## config.mk

```make
export PLATFORM = sky130hd
export DESIGN_NAME = dmem_write_buffer_flat
export DESIGN_NICKNAME = d
export VERILOG_FILES = /design/src/rtl/dmem_write_buffer_pkg.sv /design/src/rtl/dmem_write_buffer_if.sv /design/src/rtl/dmem_write_buffer_match.sv /design/src/rtl/dmem_write_buffer.sv /design/src/flat_wrapper.sv
export SDC_FILE = /design/constraint.sdc
export NUM_CORES = 1
export LEC_CHECK = 0
export ABC_AREA = 1
export CAP_MARGIN = 20
export CORE_MARGIN = 1
export CORE_UTILIZATION = 59
export DETAILED_ROUTE_END_ITERATION = 10
export GPL_ROUTABILITY_DRIVEN = 0
export PLACE_DENSITY = 0.82
export SYNTH_ARGS = -nofsm -noshare
export SYNTH_HDL_FRONTEND = slang
export SYNTH_HIERARCHICAL = 1
export SYNTH_SLANG_ARGS = --single-unit
export TNS_END_PERCENT = 30
```

## constraint.sdc

```tcl
create_clock -name clk -period 4.9 [get_ports clk]
set_clock_uncertainty 0.15 [all_clocks]
set_input_delay 1.47 -clock clk [delete_from_list [all_inputs] [get_ports clk]]
set_output_delay 1.47 -clock clk [all_outputs]
set_load 0.03 [all_outputs]
```

## src/rtl/dmem_write_buffer_pkg.sv

```systemverilog
// Shared types and constants for the data-memory write buffer.
// Defines the entry struct, bus widths and a pointer-width helper.
package dmem_pkg;

    localparam int WB_ADDR_W = 9;
    localparam int WB_DATA_W = 32;

    typedef struct packed {
        logic                 valid;
        logic [WB_ADDR_W-1:0] addr;
        logic [WB_DATA_W-1:0] data;
    } wb_entry_t;

    // Pointer width for a circular buffer of the given depth.
    function automatic int ptr_w(input int depth);
        return (depth > 1) ? $clog2(depth) : 1;
    endfunction

endpackage

```

## src/rtl/dmem_write_buffer_if.sv

```systemverilog
// Cache/memory-side bus of the write buffer.
// slave: the buffer; master: the cache and data memory around it.
interface dmem_write_buffer_if;
    import dmem_pkg::*;

    logic                 wr_valid;
    logic                 wr_ready;
    logic [WB_ADDR_W-1:0] wr_addr;
    logic [WB_DATA_W-1:0] wr_data;
    logic [WB_ADDR_W-1:0] rd_addr;
    logic                 rd_hit;
    logic [WB_DATA_W-1:0] rd_data;
    logic                 mem_req;
    logic [WB_ADDR_W-1:0] mem_addr;
    logic [WB_DATA_W-1:0] mem_wdata;
    logic                 mem_ack;
    logic                 empty;
    logic                 full;

    modport slave (
        input  wr_valid, wr_addr, wr_data,
        input  rd_addr, mem_ack,
        output wr_ready, rd_hit, rd_data,
        output mem_req, mem_addr, mem_wdata,
        output empty, full
    );

    modport master (
        output wr_valid, wr_addr, wr_data,
        output rd_addr, mem_ack,
        input  wr_ready, rd_hit, rd_data,
        input  mem_req, mem_addr, mem_wdata,
        input  empty, full
    );

endinterface

```

## src/rtl/dmem_write_buffer_match.sv

```systemverilog
// Address compare over all buffer entries, walked oldest to youngest.
// Ports: ent_i entries, key_i address, head_i oldest slot,
//        skip_head_i ignore head, hit_o any match, idx_o youngest match.
module wb_match
    import dmem_pkg::*;
#(
    parameter int DEPTH = 4,
    localparam int PW   = ptr_w(DEPTH)
) (
    input  wb_entry_t            ent_i [DEPTH],
    input  logic [WB_ADDR_W-1:0] key_i,
    input  logic [PW-1:0]        head_i,
    input  logic                 skip_head_i,
    output logic                 hit_o,
    output logic [PW-1:0]        idx_o
);

    logic [PW-1:0] p;

    // Later (younger) matches override earlier ones.
    always_comb begin
        hit_o = 1'b0;
        idx_o = head_i;
        p     = head_i;
        for (int k = 0; k < DEPTH; k++) begin
            p = head_i + PW'(k);
            if (ent_i[p].valid &&
                ent_i[p].addr == key_i &&
                !(skip_head_i && k == 0)) begin
                hit_o = 1'b1;
                idx_o = p;
            end
        end
    end

endmodule

```

## src/rtl/dmem_write_buffer.sv

```systemverilog
// Posted-write FIFO between L1 D-cache and data memory, with
// coalescing and load forwarding. Ports: clk, rst, bus (slave side).
module dmem_write_buffer
    import dmem_pkg::*;
#(
    parameter int DEPTH  = 4,
    parameter int ADDR_W = WB_ADDR_W,
    parameter int DATA_W = WB_DATA_W
) (
    input  logic               clk,
    input  logic               rst,
    dmem_write_buffer_if.slave bus
);

    localparam int PW = ptr_w(DEPTH);
    localparam logic [PW:0] FULL_CNT = (PW+1)'(DEPTH);

    wb_entry_t ent_q [DEPTH];
    wb_entry_t ent_d [DEPTH];

    logic [PW-1:0] head_q, head_d;
    logic [PW-1:0] tail_q, tail_d;
    logic [PW:0]   cnt_q, cnt_d;

    logic full, empty;
    logic accept, push, pop;

    logic          rd_hit;
    logic [PW-1:0] rd_idx;
    logic          co_hit;
    logic [PW-1:0] co_idx;

    logic [ADDR_W-1:0] head_addr;
    logic [DATA_W-1:0] head_data;
    logic [DATA_W-1:0] fwd_data;

    assign full  = (cnt_q == FULL_CNT);
    assign empty = (cnt_q == '0);

    // Forwarding: youngest match, head included.
    wb_match #(.DEPTH(DEPTH)) u_rd_match (
        .ent_i       (ent_q),
        .key_i       (bus.rd_addr),
        .head_i      (head_q),
        .skip_head_i (1'b0),
        .hit_o       (rd_hit),
        .idx_o       (rd_idx)
    );

    // Coalescing: head is in flight, so never merge into it.
    wb_match #(.DEPTH(DEPTH)) u_co_match (
        .ent_i       (ent_q),
        .key_i       (bus.wr_addr),
        .head_i      (head_q),
        .skip_head_i (1'b1),
        .hit_o       (co_hit),
        .idx_o       (co_idx)
    );

    assign accept = bus.wr_valid && !full;
    assign push   = accept && !co_hit;
    assign pop    = !empty && bus.mem_ack;

    always_comb begin
        ent_d  = ent_q;
        head_d = head_q;
        tail_d = tail_q;
        cnt_d  = cnt_q;
        if (pop) begin
            ent_d[head_q].valid = 1'b0;
            head_d = head_q + PW'(1);
        end
        if (accept) begin
            if (co_hit) begin
                ent_d[co_idx].data = bus.wr_data;
            end else begin
                ent_d[tail_q].valid = 1'b1;
                ent_d[tail_q].addr  = bus.wr_addr;
                ent_d[tail_q].data  = bus.wr_data;
                tail_d = tail_q + PW'(1);
            end
        end
        cnt_d = cnt_q + {{PW{1'b0}}, push}
                      - {{PW{1'b0}}, pop};
    end

    always_ff @(posedge clk) begin
        if (rst) begin
            for (int i = 0; i < DEPTH; i++) begin
                ent_q[i] <= '0;
            end
            head_q <= '0;
            tail_q <= '0;
            cnt_q  <= '0;
        end else begin
            ent_q  <= ent_d;
            head_q <= head_d;
            tail_q <= tail_d;
            cnt_q  <= cnt_d;
        end
    end

    // Zero the memory-side bus whenever nothing is queued.
    always_comb begin
        head_addr = '0;
        head_data = '0;
        if (!empty) begin
            head_addr = ent_q[head_q].addr;
            head_data = ent_q[head_q].data;
        end
    end

    always_comb begin
        fwd_data = '0;
        if (rd_hit) begin
            fwd_data = ent_q[rd_idx].data;
        end
    end

    assign bus.wr_ready  = !full;
    assign bus.full      = full;
    assign bus.empty     = empty;
    assign bus.mem_req   = !empty;
    assign bus.mem_addr  = head_addr;
    assign bus.mem_wdata = head_data;
    assign bus.rd_hit    = rd_hit;
    assign bus.rd_data   = fwd_data;

endmodule

```

## src/flat_wrapper.sv

```systemverilog
// flat-port wrapper written by rule: the top's interface ports become plain ports
module dmem_write_buffer_flat import dmem_pkg::*;
#(
    parameter int DEPTH  = 4,
    parameter int ADDR_W = WB_ADDR_W,
    parameter int DATA_W = WB_DATA_W
)
  (clk, rst, bus_wr_valid, bus_wr_addr, bus_wr_data, bus_rd_addr, bus_mem_ack, bus_wr_ready, bus_rd_hit, bus_rd_data, bus_mem_req, bus_mem_addr, bus_mem_wdata, bus_empty, bus_full);
  dmem_write_buffer_if bus_i ();
  input  logic clk;
  input  logic rst;
  input wire logic [$bits(bus_i.wr_valid)-1:0] bus_wr_valid;
  input wire logic [$bits(bus_i.wr_addr)-1:0] bus_wr_addr;
  input wire logic [$bits(bus_i.wr_data)-1:0] bus_wr_data;
  input wire logic [$bits(bus_i.rd_addr)-1:0] bus_rd_addr;
  input wire logic [$bits(bus_i.mem_ack)-1:0] bus_mem_ack;
  output wire logic [$bits(bus_i.wr_ready)-1:0] bus_wr_ready;
  output wire logic [$bits(bus_i.rd_hit)-1:0] bus_rd_hit;
  output wire logic [$bits(bus_i.rd_data)-1:0] bus_rd_data;
  output wire logic [$bits(bus_i.mem_req)-1:0] bus_mem_req;
  output wire logic [$bits(bus_i.mem_addr)-1:0] bus_mem_addr;
  output wire logic [$bits(bus_i.mem_wdata)-1:0] bus_mem_wdata;
  output wire logic [$bits(bus_i.empty)-1:0] bus_empty;
  output wire logic [$bits(bus_i.full)-1:0] bus_full;
  assign bus_i.wr_valid = bus_wr_valid;
  assign bus_i.wr_addr = bus_wr_addr;
  assign bus_i.wr_data = bus_wr_data;
  assign bus_i.rd_addr = bus_rd_addr;
  assign bus_i.mem_ack = bus_mem_ack;
  assign bus_wr_ready = bus_i.wr_ready;
  assign bus_rd_hit = bus_i.rd_hit;
  assign bus_rd_data = bus_i.rd_data;
  assign bus_mem_req = bus_i.mem_req;
  assign bus_mem_addr = bus_i.mem_addr;
  assign bus_mem_wdata = bus_i.mem_wdata;
  assign bus_empty = bus_i.empty;
  assign bus_full = bus_i.full;
  dmem_write_buffer #(.DEPTH(DEPTH), .ADDR_W(ADDR_W), .DATA_W(DATA_W)) u_core (.clk(clk), .rst(rst), .bus(bus_i));
endmodule
```

# Word level (Yosys, flattened, before mapping)

Cells that the tools add are included.
Widths: inputs -> output; s select.

Equality and inequality tests: 8
Reduce and logical (&&, ||, !) cells: 18
Muxes and demuxes: 49
Shift operators: 0
Order comparisons: 10
Add/sub/neg operators: 6
Div/mod/pow operators: 0
Multipliers: 0
Bitwise logic cells: 8

Operators with widths:

| operator            | count |
|---|---|
| $bwmux 168          | 5 |
| $mux 168            | 3 |
| $bmux 42 s2         | 5 |
| $demux 42 s2        | 5 |
| $mux 42             | 10 |
| $mux 32             | 6 |
| $eq 9x9->1          | 7 |
| $mux 41             | 1 |
| $ge 3x3->1 const B  | 7 |
| $not 2->3           | 7 |
| $logic_and 1x1->1   | 13 |
| $mux 2              | 6 |
| $lt 3x1->1 const B  | 3 |
| $mux 9              | 1 |
| $mux 1              | 7 |
| $add 2x1->2 const B | 2 |
| $add 2x2->2 const B | 2 |
| $add 3x1->3         | 1 |
| $eq 3x3->1 const B  | 1 |
| $logic_not 1->1     | 3 |
| $logic_not 3->1     | 1 |
| $sub 3x1->3         | 1 |
| $reduce_and 2->1    | 1 |
| $not 1->1           | 1 |

Bits in latches: 0
Flip-flop bits (word level): 175
Bits of input ports: 54
Bits in read-only memories: 0
Memories: 0
Logic and storage cells: 114
Bits in writable memories: 0

# Longest topological paths before layout

Depth in word-level cells: 18
Gate-level depth with buffers: 28

# Cells and area by module

Netlist, hierarchy kept.

Modules (own cells, without submodules):

| module            | area each (um^2) | cells an instance | instances |
|---|---|---|---|
| dmem_write_buffer | 9,790.6          | 1,549             | 1 |
| wb_match          | 1,834.3          | 413               | 2 |

# Worst setup path before layout

No wires, ideal clock.

Kind: input port to output port
Start point: input port bus_rd_addr[3]
End point: output port bus_rd_data[0]
Buffers on the path: 2
Arrival time: 3.282 ns
Stages on the path: 14
Slack: -0.002 ns
Required time: 3.280 ns
Cell sequence: inv_1 > nand3_1 > nand2_1 > nor2_1 > nand3_1 > nor2_2 > nand2_1 > nand3_1 > nand2_1 > inv_1 > buf_2 > clkbuf_1 > o211ai_1 > a21oi_1

Longest elaborated chain between the ends: 10
Elaborated cells between the ends (all ways): 20
Classes of those cells: 4 x eq/ne; 11 x mux; 1 x bitwise; 4 x reduce/logical

RTL lines:

| what                                         | RTL line                      | RTL |
|---|---|---|
| start, declared                              | flat_wrapper.sv:15            | `input wire logic [$bits(bus_i.rd_addr)-1:0] bus_rd_addr;` |
| $eq 9x9->1                                   | dmem_write_buffer_match.sv:28 | `ent_i[p].addr == key_i &&` |
| $logic_and 1x1->1                            | dmem_write_buffer_match.sv:27 | `if (ent_i[p].valid &&` |
| $mux 2 (2 in a row)                          | dmem_write_buffer_match.sv:27 |  |
| $mux 2 *                                     | dmem_write_buffer_match.sv:27 |  |
| via u_core.rd_idx[0]                         | dmem_write_buffer.sv:29       | `logic [PW-1:0] rd_idx;` |
| $not 2->3 (implied by the code) *            | dmem_write_buffer.sv:116      | `fwd_data = ent_q[rd_idx].data;` |
| $bmux 42 s2 *                                | dmem_write_buffer.sv:116      |  |
| $mux 32 (implied by the code) * (2 in a row) | dmem_write_buffer.sv:116      |  |
| $mux 32 *                                    | dmem_write_buffer.sv:115      | `if (rd_hit) begin` |
| end, declared                                | flat_wrapper.sv:19            | `output wire logic [$bits(bus_i.rd_data)-1:0] bus_rd_data;` |

Mark *: on every way through the listed nets, which the timed path passes. The rest lies on a longest branch. The select of a mux whose other input is x is not followed.

# Worst setup path in the final report

Start point: input port bus_rd_addr[0]
End point: output port bus_rd_data[26]

The elaborated chain is that of the path after synthesis.

==> flow_metrics.py <==
metrics = {
    "floorplanning": {
        "pin_count": 132,
        "rows": 54,
        "start_util_pct": 60.9,
        "dieArea_sq_um": 23400,
        "fp.dieW_um": 153,
        "die_h_um": 153,
        "core_area_sq_um": 22100,
    },
    "route": {
        "detail-route-antenna-nets": 0,
        "dr.pass1.iters": 8,
        "wl_per_cell_um": 17.0,
        "dr.first_iter.drc_count": 2128,
        "avgViaCountPerCell": 5.88,
        "via_count": 16300,
        "wl_um": 47100,
        "drc": 0,
    },
    "yosys": {
        "synth_top_family_by_area": "simple AND/OR/NAND/NOR gates",
        "synthXorXnorAreaFrac_pct": 0.976,
        "ys_warn_count": 6,
        "synth-async-reset-ratio_pct": 0,
        "syn_nets": 2439,
        "yosysSeqAreaShare_pct": 26.0,
        "synthCells": 2375,
        "syn_avg_cell_area_sq_um": 5.67,
        "synth_compound_area_share_pct": 15.9,
        "synth_fa_ha_area_share_pct": 0.985,
        "synthesis.area_sq_um": 13500,
        "synth-seq-cells": 175,
        "synth.distinct_cells": 35,
        "synth_enable_flop_cells": 0,
        "post_synth_mux_area_share_pct": 0,
        "synthSimpleGateAreaFrac_pct": 42.8,
        "synth_ff_type": "dfxtp_1",
    },
    "clock_network": {
        "clk_pin_slew_ns": 0.07,
        "cts_tree": "built",
        "clock_latency_ns": 0.43,
        "cts_sinks": 175,
        "ctsHtreeMaxLevel": 4,
        "cts_inserted_buffers": 17,
        "cts_buffer_depth": 2,
        "cts_root_buffer": "clkbuf_16",
    },
    "worst_setup_path": {
        "cp-endpoint": "bus_rd_data[26]",
        "path_max_fanout": 6,
        "cp-start-kind": "primary input",
        "r2r_cells": 24,
        "cp.required_ns": 3.28,
        "worst_setup_path_end_kind": "output pin",
        "timing.rr.start": "u_core/head_q[0]",
        "r2r_slack_ns": 0.35,
        "r2r_end": "u_core/cnt_q[2]",
        "startpoint": "bus_rd_addr[0]",
        "worstPathArrival_ns": 3.64,
        "crit_type": "primary input to output pin",
    },
    "min_path": {
        "hold_class": "flop to flop",
    },
    "global_routing": {
        "grt_max_degree": 144,
        "grt_usage_pct": 39.0,
        "grt_pass1_wl_um": 74200,
        "antenna_found_initial": 0,
        "grt-ovfl-total": 0,
        "grt_pass1_vias": 15400,
    },
    "job": {
        "cap_violations": 0,
    },
    "sta": {
        "max_freq_mhz": 190,
        "worst_pin_slew_ns": 0.758,
        "final-setup-viol-count": 34,
        "slew_headroom_pct": 49.4,
        "hold_viol_final": 0,
        "drv_slew": 0,
        "fin_ws_ns": -0.356,
        "whs_ns": 0.334,
        "rsz0062_at_grt": "yes",
        "fin_crit_ns": 5.26,
        "timing.final.crit_share_pct": 107,
    },
    "finish": {
        "fin_area_sq_um": 16600,
        "multi_input_area_sq_um": 8530,
        "fillCellCount": 1754,
        "area_growth_syn_to_layout_pct": 23.6,
        "nets": 2550,
        "regArea_sq_um": 3510,
        "drive_gt1_share_pct": 13.8,
        "diodes": 0,
    },
    "placement": {
        "port_buffers": 131,
        "hpwl_um": 28200,
        "placed_cell_area_sq_um": 15000,
    },
    "power_and_ir_drop": {
        "powerDensity_nw_per_um2": 521,
        "vdd_ir_drop_max_mv": 0.351,
        "p_leak_nw": 7.46,
    },
    "status": {
        "status": "finished with violations",
        "violations": "negative setup slack",
    },
}
-- state kept, by name (all words and copies together), names as in the netlist --
signal and cells:
u_core/cnt_q 3, u_core/tail_q 2, u_core/head_q 2, u_core/ent_q 168
-- layout by cell type (no fill, tap or decap), types with 9 or more instances in the layout --
master,Yosys,routed
buf_12,0,28
inv_1,223,218
nor2_1,381,377
or2_2,14,14
dfxtp_1,175,173
o21ai_1,23,45
ha_1,9,9
nand2_2,19,30
a21oi_1,162,121
clkbuf_16,0,18
buf_4,19,94
nand2_1,718,704
o211ai_1,66,66
a21oi_2,2,38
o21ai_0,127,98
xor2_1,14,13
inv_2,6,9
o21ai_2,4,11
clkdlybuf4s50_1,0,82
nand3_1,242,234
buf_6,24,28
-- metal layers --
metal	up-vias	global-route usage, %	wire length, um
li1	7739	-	-
met1	7315	45.4	17400
met2	1030	66.2	22100
met3	260	7.17	4850
met4	0	24.8	2820
met5	-	0	0
-- what timing repair did --
item	CTS	global route
setup buffers	16	13
resized for setup	144	72
gates cloned	10	1
setup endpoints to repair	34	38
pin swaps	49	57
hold buffers	0	0
-- report_power, final --
part	switching, mW	internal (mW)
clock	0.713	0.715
combinational	3.38	1.96
sequential	0.254	1.65
total	4.34	4.33
-- how the worst min path moves through the flow --
stage / start / end / cells after the start
after floorplan: u_core/ent_q[125] / u_core/ent_q[125] / 2
after global placement: u_core/ent_q[95] / u_core/ent_q[95] / 2
after detailed placement: u_core/ent_q[109] / u_core/ent_q[109] / 2
after CTS: u_core/ent_q[18] / u_core/ent_q[18] / 2
after global routing: u_core/ent_q[92] / u_core/ent_q[92] / 2
final: u_core/ent_q[18] / u_core/ent_q[18] / 2
-- Yosys cell counts, types with 14 or more instances --
cell type,count,area (sq um)
a21oi_1,162,811
buf_1,19,71.3
buf_2,46,230
buf_4,19,143
buf_6,24,270
clkbuf_1,46,173
dfxtp_1,175,3500
inv_1,223,837
nand2_1,718,2700
nand2_2,19,119
nand3_1,242,1210
nor2_1,381,1430
o211ai_1,66,495
o21ai_0,127,636
o21ai_1,23,115
or2_2,14,87.6
xor2_1,14,123
-- through the flow --
stage / TNS [ns] / utilization, % / setup slack, ns / std cells / power [mW]
global route: -12.00 / 75.3 / -0.473 / 2779 / 9.18
global placement: -18.03 / 68.1 / -0.664 / 2712 / 6.39
CTS: -7.03 / 74.1 / -0.254 / 2770 / 8.36
floorplan: -0.0129 / - / -0.00184 / 2375 / 5.19
detailed placement: -19.29 / 68.1 / -0.702 / 2712 / 6.51
finish: -8.74 / 75.3 / -0.356 / 2779 / 8.67
-- critical path: stages --
cell,delay (ns)
buf_6,0.10
buf_6,0.11
nand3_2,0.06
nand2_1,0.04
nor2_1,0.12
nand2_1,0.08
nor2_2,0.14
nand2_2,0.11
nand2_2,0.11
nand3_2,0.08
nand2_2,0.11
clkinv_4,0.09
buf_12,0.15
buf_12,0.14
buf_16,0.14
a21oi_2,0.11
o21ai_1,0.11
a21oi_2,0.21
buf_6,0.16
-- cell families (layout without fill, tap and decap cells) --
kind of cell | after synthesis | after routing
AO/OA/AOI/OAI | 387 | 387
XOR/XNOR | 15 | 15
adder cells (fa/ha/maj) | 10 | 10
buffers and inverters | 387 | 511
flip-flops | 175 | 175
other | 2 | 2
AND/OR/NAND/NOR | 1399 | 1399
-- final cells by class --
class	instances	area share (%)
clock buffer	18	2.64
clock inverter	14	1.08
multi-input combinational	1813	51.3
inverter	231	5.30
sequential	175	21.1
tap	280	2.11
timing repair buffer	248	16.5
(Power assumes the default switching activity.)
